==> src/rtl/store_queue_if.sv <==
// Memory write port of store_queue: w_en/w_ready request handshake carrying address and data.
interface store_queue_if #(
   parameter int WORD_SIZE    = 8,
   parameter int ADDRESS_SIZE = 4
);
   logic                    w_en;
   logic [WORD_SIZE-1:0]    w_data;
   logic [ADDRESS_SIZE-1:0] w_addr;
   logic                    w_ready;

   modport master (output w_en, w_data, w_addr, input w_ready);
   modport slave  (input w_en, w_data, w_addr, output w_ready);
endinterface

==> src/rtl/store_queue.sv <==
// Captures a word on each rising edge of store into a small FIFO and drains it to consecutive
// memory addresses over the w_en/w_ready handshake. The captured word port is seq_word ("sequence" is reserved).
module store_queue #(
   parameter int WORD_SIZE    = 8,
   parameter int ADDRESS_SIZE = 4,
   parameter int MEMORY_QTY   = 16,
   parameter int QUEUE_DEPTH  = 4,
   parameter int WRAP_MODE    = 0
) (
   input  logic                  clock,
   input  logic                  reset,
   input  logic                  store,
   input  logic [WORD_SIZE-1:0]  seq_word,
   input  logic                  clear,
   store_queue_if.master         mem,
   output logic [ADDRESS_SIZE:0] count,
   output logic                  mem_full,
   output logic                  queue_full,
   output logic                  overflow,
   output logic                  busy
);
   localparam int PTR_W = $clog2(QUEUE_DEPTH);
   localparam logic [ADDRESS_SIZE:0]   FULL_COUNT = (ADDRESS_SIZE+1)'(MEMORY_QTY);
   localparam logic [ADDRESS_SIZE-1:0] LAST_ADDR  = ADDRESS_SIZE'(MEMORY_QTY - 1);
   localparam logic [PTR_W:0]          DEPTH      = (PTR_W+1)'(QUEUE_DEPTH);

   typedef enum logic [1:0] {IDLE, ISSUE, WAIT, DONE} state_t;

   state_t                  state;
   logic                    store_q;
   logic                    clear_pend;
   logic [WORD_SIZE-1:0]    fifo_mem [QUEUE_DEPTH];
   logic [PTR_W-1:0]        rd_idx;
   logic [PTR_W-1:0]        wr_idx;
   logic [PTR_W:0]          occ;
   logic [ADDRESS_SIZE-1:0] wr_ptr;

   logic push_req, do_push, drop_push, done_edge, at_rest, do_flush, do_pop, can_start;

   // NOTE: every signal here is assigned on every path through the block, so no latches can form.
   always_comb begin
      push_req  = store && !store_q;
      do_push   = push_req && !clear && !queue_full;
      drop_push = push_req && !clear && queue_full;
      done_edge = (state == WAIT) && mem.w_ready;
      at_rest   = (state == IDLE) || (state == DONE);
      // A clear arriving mid-handshake is deferred and replaces the pop/increment at completion.
      do_flush  = (at_rest && clear) || (done_edge && (clear || clear_pend));
      do_pop    = done_edge && !(clear || clear_pend);
      can_start = at_rest && !clear && !clear_pend && (occ != '0) && mem.w_ready &&
                  !((WRAP_MODE == 0) && mem_full);
   end

   assign queue_full = (occ == DEPTH);
   assign mem_full   = (count == FULL_COUNT);
   assign busy       = (state != IDLE) || (occ != '0);

   // NOTE: non-blocking assignments so every register samples the pre-edge values of the others.
   always_ff @(posedge clock or posedge reset) begin
      if (reset) begin
         state      <= IDLE;
         store_q    <= 1'b0;
         clear_pend <= 1'b0;
         rd_idx     <= '0;
         wr_idx     <= '0;
         occ        <= '0;
         wr_ptr     <= '0;
         count      <= '0;
         overflow   <= 1'b0;
         mem.w_en   <= 1'b0;
         mem.w_data <= '0;
         mem.w_addr <= '0;
      end else begin
         store_q  <= store;
         overflow <= drop_push;

         if (do_push) wr_idx <= wr_idx + PTR_W'(1);
         if (do_flush) begin
            rd_idx <= wr_idx;
            occ    <= do_push ? (PTR_W+1)'(1) : '0;
         end else begin
            if (do_pop) rd_idx <= rd_idx + PTR_W'(1);
            occ <= occ + (PTR_W+1)'(do_push) - (PTR_W+1)'(do_pop);
         end

         if (do_flush) begin
            wr_ptr <= '0;
            count  <= '0;
         end else if (do_pop) begin
            wr_ptr <= (wr_ptr == LAST_ADDR) ? '0 : wr_ptr + ADDRESS_SIZE'(1);
            if (!mem_full) count <= count + (ADDRESS_SIZE+1)'(1);
         end

         // DONE re-arms directly so back-to-back writes leave w_en low for a single cycle.
         case (state)
            IDLE, DONE: begin
               if (can_start) begin
                  state      <= ISSUE;
                  mem.w_en   <= 1'b1;
                  mem.w_data <= fifo_mem[rd_idx];
                  mem.w_addr <= wr_ptr;
               end else begin
                  state <= IDLE;
               end
            end
            ISSUE: begin
               if (clear)         clear_pend <= 1'b1;
               if (!mem.w_ready)  state      <= WAIT;
            end
            WAIT: begin
               if (done_edge) begin
                  state      <= DONE;
                  mem.w_en   <= 1'b0;
                  clear_pend <= 1'b0;
               end else if (clear) begin
                  clear_pend <= 1'b1;
               end
            end
            default: state <= IDLE;
         endcase
      end
   end

   // NOTE: FIFO storage is not reset; occupancy alone decides which entries are valid.
   always_ff @(posedge clock) begin
      if (do_push) fifo_mem[wr_idx] <= seq_word;
   end
endmodule

==> src/flat_wrapper.sv <==
// flat-port wrapper written by rule: the top's interface ports become plain ports
module store_queue_flat 
#(
   parameter int WORD_SIZE    = 8,
   parameter int ADDRESS_SIZE = 4,
   parameter int MEMORY_QTY   = 16,
   parameter int QUEUE_DEPTH  = 4,
   parameter int WRAP_MODE    = 0
)
  (clock, reset, store, seq_word, clear, count, mem_full, queue_full, overflow, busy, mem_w_en, mem_w_data, mem_w_addr, mem_w_ready);
  store_queue_if #(.WORD_SIZE(WORD_SIZE), .ADDRESS_SIZE(ADDRESS_SIZE)) mem_i ();
  input  logic clock;
  input  logic reset;
  input  logic store;
  input  logic [WORD_SIZE-1:0] seq_word;
  input  logic clear;
  output logic [ADDRESS_SIZE:0] count;
  output logic mem_full;
  output logic queue_full;
  output logic overflow;
  output logic busy;
  output wire logic [$bits(mem_i.w_en)-1:0] mem_w_en;
  output wire logic [$bits(mem_i.w_data)-1:0] mem_w_data;
  output wire logic [$bits(mem_i.w_addr)-1:0] mem_w_addr;
  input wire logic [$bits(mem_i.w_ready)-1:0] mem_w_ready;
  assign mem_w_en = mem_i.w_en;
  assign mem_w_data = mem_i.w_data;
  assign mem_w_addr = mem_i.w_addr;
  assign mem_i.w_ready = mem_w_ready;
  store_queue #(.WORD_SIZE(WORD_SIZE), .ADDRESS_SIZE(ADDRESS_SIZE), .MEMORY_QTY(MEMORY_QTY), .QUEUE_DEPTH(QUEUE_DEPTH), .WRAP_MODE(WRAP_MODE)) u_core (.clock(clock), .reset(reset), .store(store), .seq_word(seq_word), .clear(clear), .mem(mem_i), .count(count), .mem_full(mem_full), .queue_full(queue_full), .overflow(overflow), .busy(busy));
endmodule
==> config.mk <==
export PLATFORM = sky130hd
export DESIGN_NAME = store_queue_flat
export DESIGN_NICKNAME = d
export VERILOG_FILES = /design/src/rtl/store_queue_if.sv /design/src/rtl/store_queue.sv /design/src/flat_wrapper.sv
export SDC_FILE = /design/constraint.sdc
export NUM_CORES = 1
export LEC_CHECK = 0
export ABC_AREA = 1
export ABC_CLOCK_PERIOD_IN_PS = 2500
export BUFFER_PORTS_ARGS = -buffer_cell sky130_fd_sc_hd__buf_2
export CAP_MARGIN = 5
export CORE_ASPECT_RATIO = 0.8
export CORE_MARGIN = 2
export CORE_UTILIZATION = 41
export DETAILED_ROUTE_END_ITERATION = 8
export PLACE_DENSITY = 0.64
export SLEW_MARGIN = 20
export SYNTH_ARGS = -nofsm -noshare
export SYNTH_HDL_FRONTEND = slang
export SYNTH_SLANG_ARGS = --single-unit
==> constraint.sdc <==
create_clock -name clock -period 2.5 [get_ports clock]
set_clock_uncertainty 0.1 [all_clocks]
set_input_delay 0.25 -clock clock [delete_from_list [all_inputs] [get_ports clock]]
set_output_delay 0.25 -clock clock [all_outputs]
set_load 0.1 [all_outputs]
# --- Word level (Yosys, flattened, before mapping) ---
# Memories as Yosys holds them, arrays and structs flattened. A register that Yosys moved wholly into a read port is not among the register bits.
# Index checks and enable logic that the tools add are counted.
totals:
  output_inout_bits: 22
  mem_count: 1
  rom_bits: 0
  latch_bits: 0
  ram_bits: 32
  inputBits: 13
  elab_cells: 84
  regBits: 26
op_classes:
  n_addsub: 6
  n_reduce_logical: 34
  n_div: 0
  n_eq_ne: 10
  bitwise_logic: 0
  mux: 22
  magnitude_cmp: 0
  mul: 0
  shifts: 0
mem_list:
  columns: ["memory", "depth", "word_bits", "read_ports", "rd_clocked_by_memory_dff", "write_ports", "line", "source"]
  rows:
  - ["u_core.fifo_mem", 4, 8, 1, 1, 1, "store_queue.sv:32", "logic [WORD_SIZE-1:0] fifo_mem [QUEUE_DEPTH];"]
op_table:
  columns: ["op", "count"]
  rows:
  - ["two-way mux 5 bit", 3]
  - ["logical AND 1 bit", 13]
  - ["two-way mux 4 bit", 3]
  - ["two-way mux 1 bit", 8]
  - ["two-way mux 2 bit", 4]
  - ["nonzero test 2 bit", 4]
  - ["logical NOT 1 bit", 6]
  - ["!= test 2 x 1 -> 1 bit, second input constant", 3]
  - ["case mux 2 bit (3 select lines)", 1]
  - ["AND reduction 2 bit", 3]
  - ["adder 5 x 1 -> 5 bit, second input constant", 1]
  - ["equality test 5 bit, second input constant", 1]
  - ["adder 2 x 1 -> 2 bit, second input constant", 2]
  - ["adder 4 x 1 -> 4 bit, second input constant", 1]
  - ["equality test 2 bit, second input constant", 2]
  - ["equality test 4 bit, second input constant", 1]
  - ["logical OR 1 bit", 4]
  - ["case mux 1 bit (2 select lines)", 2]
  - ["adder 3 x 1 -> 3 bit", 1]
  - ["equality test 3 bit, second input constant", 1]
  - ["two-way mux 3 bit", 1]
  - ["AND reduction 3 bit", 1]
  - ["nonzero test 3 bit", 1]
  - ["subtractor 3 x 1 -> 3 bit", 1]
  - ["other kinds (4)", 4]

# --- Longest topological paths before layout ---
depth:
  ltp_word: 9
  mapped_depth: 11
  ltp_nobuf: 11

# --- Worst setup path after synthesis ---
# OpenSTA, ideal clock, no wires.
synth_timing:
  kind: "flip-flop to flip-flop"
  start: "register u_core.count[0]"
  end: "register u_core.count[0]"
  arrival_time_ps: 2401
  period_less_slack_ps: 2586
  n_path_buf: 0
  setup_ps: 84
  required_time_ps: 2316
  stages_incl_launch_ff: 10
  slack_ps: -86
  path_cell_list: "dfrtp_1 inv_1 ha_1 nand2_1 inv_1 nand2_1 inv_1 a21oi_4 nand3_1 o21ai_0"
synth_via:
  elab_cells_between_ends: 7
  cone_classes: "add/sub (1); eq/ne (2); mux (3); reduce/logical (1)"
synth_lines:
  columns: ["element", "line", "source"]
  rows:
  - ["start, declared", "store_queue.sv:16", "output logic [ADDRESS_SIZE:0] count,"]
  - ["start signal, assigned", "store_queue.sv:91", "if (!mem_full) count <= count + (ADDRESS_SIZE+1)'(1);"]
  - ["equality test 5 bit", "store_queue.sv:55", "assign mem_full = (count == FULL_COUNT);"]
  - ["named net mem_full", "flat_wrapper.sv:18", "output logic mem_full;"]
  - ["!= test 2 x 1 -> 1 bit (no source line)", null, null]
  - ["AND reduction 2 bit (no source line)", null, null]
# The timed path passes the listed nets, and every way through them passes these cells. The select of a mux whose other input is x is not followed.
# A chain may end at the register's enable or synchronous reset.

# --- Final worst setup path ---
layout_timing:
  start: "input port clear"
  end: "register u_core.occ[2]"
layout_via:
  elab_chain_cells: 6
  elab_cells_between_ends: 12
  cone_classes: "add/sub (2); mux (1); reduce/logical (9)"
layout_rtl:
  columns: ["element", "line", "source"]
  rows:
  - ["start, declared", "flat_wrapper.sv:16", "input logic clear;"]
  - ["logical NOT 1 bit", "store_queue.sv:43", "do_push = push_req && !clear && !queue_full;"]
  - ["logical AND 1 bit (2 in series)", "store_queue.sv:43", null]
  - ["adder 3 x 1 -> 3 bit", "store_queue.sv:83", "occ <= occ + (PTR_W+1)'(do_push) - (PTR_W+1)'(do_pop);"]
  - ["subtractor 3 x 1 -> 3 bit", "store_queue.sv:83", null]
  - ["two-way mux 3 bit (*)", "store_queue.sv:78", "if (do_flush) begin"]
  - ["end signal, assigned", "store_queue.sv:80", "occ <= do_push ? (PTR_W+1)'(1) : '0;"]
  - ["end signal, assigned", "store_queue.sv:83", null]
  - ["end, declared", "store_queue.sv:35", "logic [PTR_W:0] occ;"]
# Every way passes the cells marked *; elsewhere a longest branch is shown, timed or not.

==> impl_metrics.csv <==
group,metric,value,unit
pwr,power.leakage,1.61,nW
sta,hold_violations,0,
cts,cts_buffers,9,
setup_path,path_delay_family,"buffers and inverters",
global_route,grt_antenna_before_repair,0,
setup_path,start_kind,"input pin",
routing,dr.pass1.iters,4,
run,max-cap-violations,0,
finish,finalNetCount,356,
yosys,synth-edff-count,32,
sta,hold_ws,0.0143,ns
die,dieArea,7830,µm²
sta,worst_slew_pin_slew,0.483,ns
routing,viasPerCell,4.79,
cts,cts-htree-levels,3,
yosys,syn_area_per_cell,10.4,µm²
pwr,p_int,2.35,mW
sta,report.final.slew_viol_count,0,
setup_path,max_stage_delay,0.53,ns
global_route,grt_pass1_wl,9.23,mm
cts,cts_tree,"yes",
setup_path,cp.required,2.63,ns
cts,cts_resized,0,
routing,drcViolationCount,0,
yosys,synth_top_area_frac,0.328,
pwr,p_per_area,1280,nW/µm²
cts,clockBufferDepth,2,
yosys,yosysUniqueCellTypes,26,
finish,syn2layout_area_growth,18.9,%
cts,clk_pin_slew,0.08,ns
status,outcome,"finished clean",
yosys,synthCells,280,
placed_design,place.gp.congestion,0.753,
yosys,yosysWarnings,0,
sta,min_period,2.28,ns
yosys,synth_ff_type,"dfrtp_1",
routing,wl_per_cell,12.8,µm
finish,final.fill_count,615,
pwr,comb_power_share,0.441,
sta,fin_tns_setup,0,ns
yosys,synthTopCellsByCount,"nand2_1, inv_1, o21ai_0, dfrtp_1, edfxtp_1",
die,core_area,6890,µm²
pwr,netSwitchingPower,2.10,mW
setup_path,crit_top_cell,"inv_1",
setup_path,worst_setup_path_end_kind,"flop",
placed_design,io_buffers,34,
routing,routed_wl,5.38,mm
cts,cts.sinks,66,
finish,drive_gt1_frac,0.183,
die,rows,27,
setup_path,arrival,2.41,ns
yosys,synth_area,2930,µm²
setup_path,worstPathCellList,"dlygate4sd3_1 > buf_2 > inv_1 > nand2_1 > nor2_1 > ha_1 > inv_1 > ha_1 > inv_1 > fa_1 > xor2_1 > nor2_1",
yosys,syn_nets,307,
setup_path,cp_max_fo,5,
yosys,synth.largest_area_cell,"edfxtp_1",
global_route,grtUsageTotal,0.153,
hold_path,min_path_type,"input pin to flop",
pwr,vdd_ir_drop_max,0.485,mV
cts,insertion_delay,0.34,ns
die,start_util,0.424,
die,die_x,98.4,µm
sta,rsz0062_at_grt,"false",
pwr,p_clk_frac,0.225,
finish,diodes,0,
yosys,yosysSeqAreaShare,0.619,
sta,fmax,439,MHz
routing,drt_iter0_drc,90,
die,io_pins,35,
cts,cts_root_buf,"clkbuf_8",
setup_path,critPathSlowestCell,"dlygate4sd3_1",
yosys,yosysMostFrequentCell,"nand2_1",
sta,period_share,0.912,
yosys,synth-seq-cells,66,
global_route,grt_max_degree,35,
sta,relSlewSlack,0.677,
routing,drtAntennaViolNets,0,
yosys,async_flop_share,0.515,
pwr,p_total,4.45,mW
setup_path,path_buf_inv,5,
sta,setup_violations,0,
pwr,p_seq_frac,0.334,
global_route,grt-ovfl-total,0,
setup_path,crit_type,"input pin to flop",
cts,cts_setup_buffers,0,
die,chipHeight,79.6,µm
pwr,swShare,0.472,
placed_design,dp_hpwl,3.58,mm
cts,holdBufCountCts,3,
global_route,grt_pass1_vias,1933,
finish,post-route-util,0.505,
yosys,ys_top_cells_by_area,"edfxtp_1, dfrtp_1, o21ai_0",
routing,vias,2018,
-- cell type report --
class | count | area [µm²] | share of cell area
Clock buffer | 9 | 124 | 0.0356
Clock inverter | 7 | 103 | 0.0295
Inverter | 43 | 161 | 0.0464
Multi-Input combinational cell | 166 | 922 | 0.265
Sequential cell | 66 | 1810 | 0.522
Tap cell | 87 | 109 | 0.0313
Timing Repair Buffer | 43 | 245 | 0.0705
-- registers in the layout (all words and copies together), names as in the netlist --
register,count
u_core.store_q,1
u_core.fifo_mem,32
u_core.rd_idx,2
u_core.state,2
u_core.occ,3
u_core.mem.w_en,1
u_core.clear_pend,1
u_core.mem.w_data,8
u_core.mem.w_addr,4
u_core.wr_idx,2
u_core.wr_ptr,4
u_core.overflow,1
u_core.count,5
-- power groups by stage --
stage | Combinational [mW] | Sequential, mW | Clock, mW
final | 1.96 | 1.49 | 1.00
after floorplan | 0.980 | 2.10 | 0
after global placement | 1.93 | 1.51 | 0
after detailed placement | 1.96 | 1.51 | 0
after global routing | 2.16 | 1.52 | 1.07
after CTS | 1.97 | 1.49 | 1.02
-- final timing paths --
kind / startpoint / slack (ns) / end / cells after the start
max reg2reg: u_core.state[0] / 0.22 / u_core.occ[2] / 11
max: clear / 0.22 / u_core.occ[2] / 12
min reg2reg: u_core.store_q / 0.34 / u_core.overflow / 1
min in group asynchronous: reset / 0.44 / u_core.mem.w_data[4] / 4
min: seq_word[0] / 0.01 / u_core.fifo_mem[3][0] / 1
max in group asynchronous: reset / 1.51 / u_core.count[0] / 4
-- through the flow --
stage | worst slack, ns | area [µm²] | std cells
after detailed placement | 0.218 | 3220 | 402
after CTS | 0.209 | 3480 | 421
final | 0.221 | 3480 | 421
after global routing | 0.0498 | 3480 | 421
after floorplan | 0.105 | 2930 | 280
after global placement | 0.278 | 3220 | 402
-- routing by layer --
layer,share of wire,GRT usage
met5,0,0
met4,0.020,0.0740
met3,0.051,0.0420
met2,0.43,0.230
met1,0.50,0.207
-- cell families (layout without fill, tap and decap cells) --
| kind of cell | count (synthesis) | count (layout) | share of synthesized area |
|---|---|---|---|
| and+or+nand+nor | 93 | 93 | 0.129 |
| DFF | 66 | 66 | 0.619 |
| AOI/OAI and AO/OA | 52 | 52 | 0.103 |
| buffers and inverters | 48 | 102 | 0.0654 |
| adders and majority gates | 14 | 14 | 0.0624 |
| xor gates and xnor gates | 7 | 7 | 0.0210 |
-- worst register-to-register path: stages (launching register included) --
cell and delay [ns]:
dfrtp_1 0.41, inv_1 0.09, ha_1 0.20, nand2_1 0.13, nor2_1 0.17, ha_1 0.25
inv_1 0.06, ha_1 0.14, inv_1 0.05, fa_1 0.37, xor2_1 0.16, nor2_1 0.05
-- cell usage in the layout (no fill, tap or decap), types with 2 or more instances in the layout --
cell type	instances
xor2_1	6
nor2_1	29
o21ai_0	36
dfrtp_2	2
buf_4	6
buf_2	34
o22ai_1	9
nor3_1	3
clkinv_4	3
bufinv_16	2
edfxtp_1	32
ha_1	13
nand2_1	47
clkbuf_8	9
a21oi_1	2
nand3_1	11
inv_1	42
dlygate4sd3_1	3
dfrtp_1	32
No activity file was read; power rests on OpenSTA's default activity.
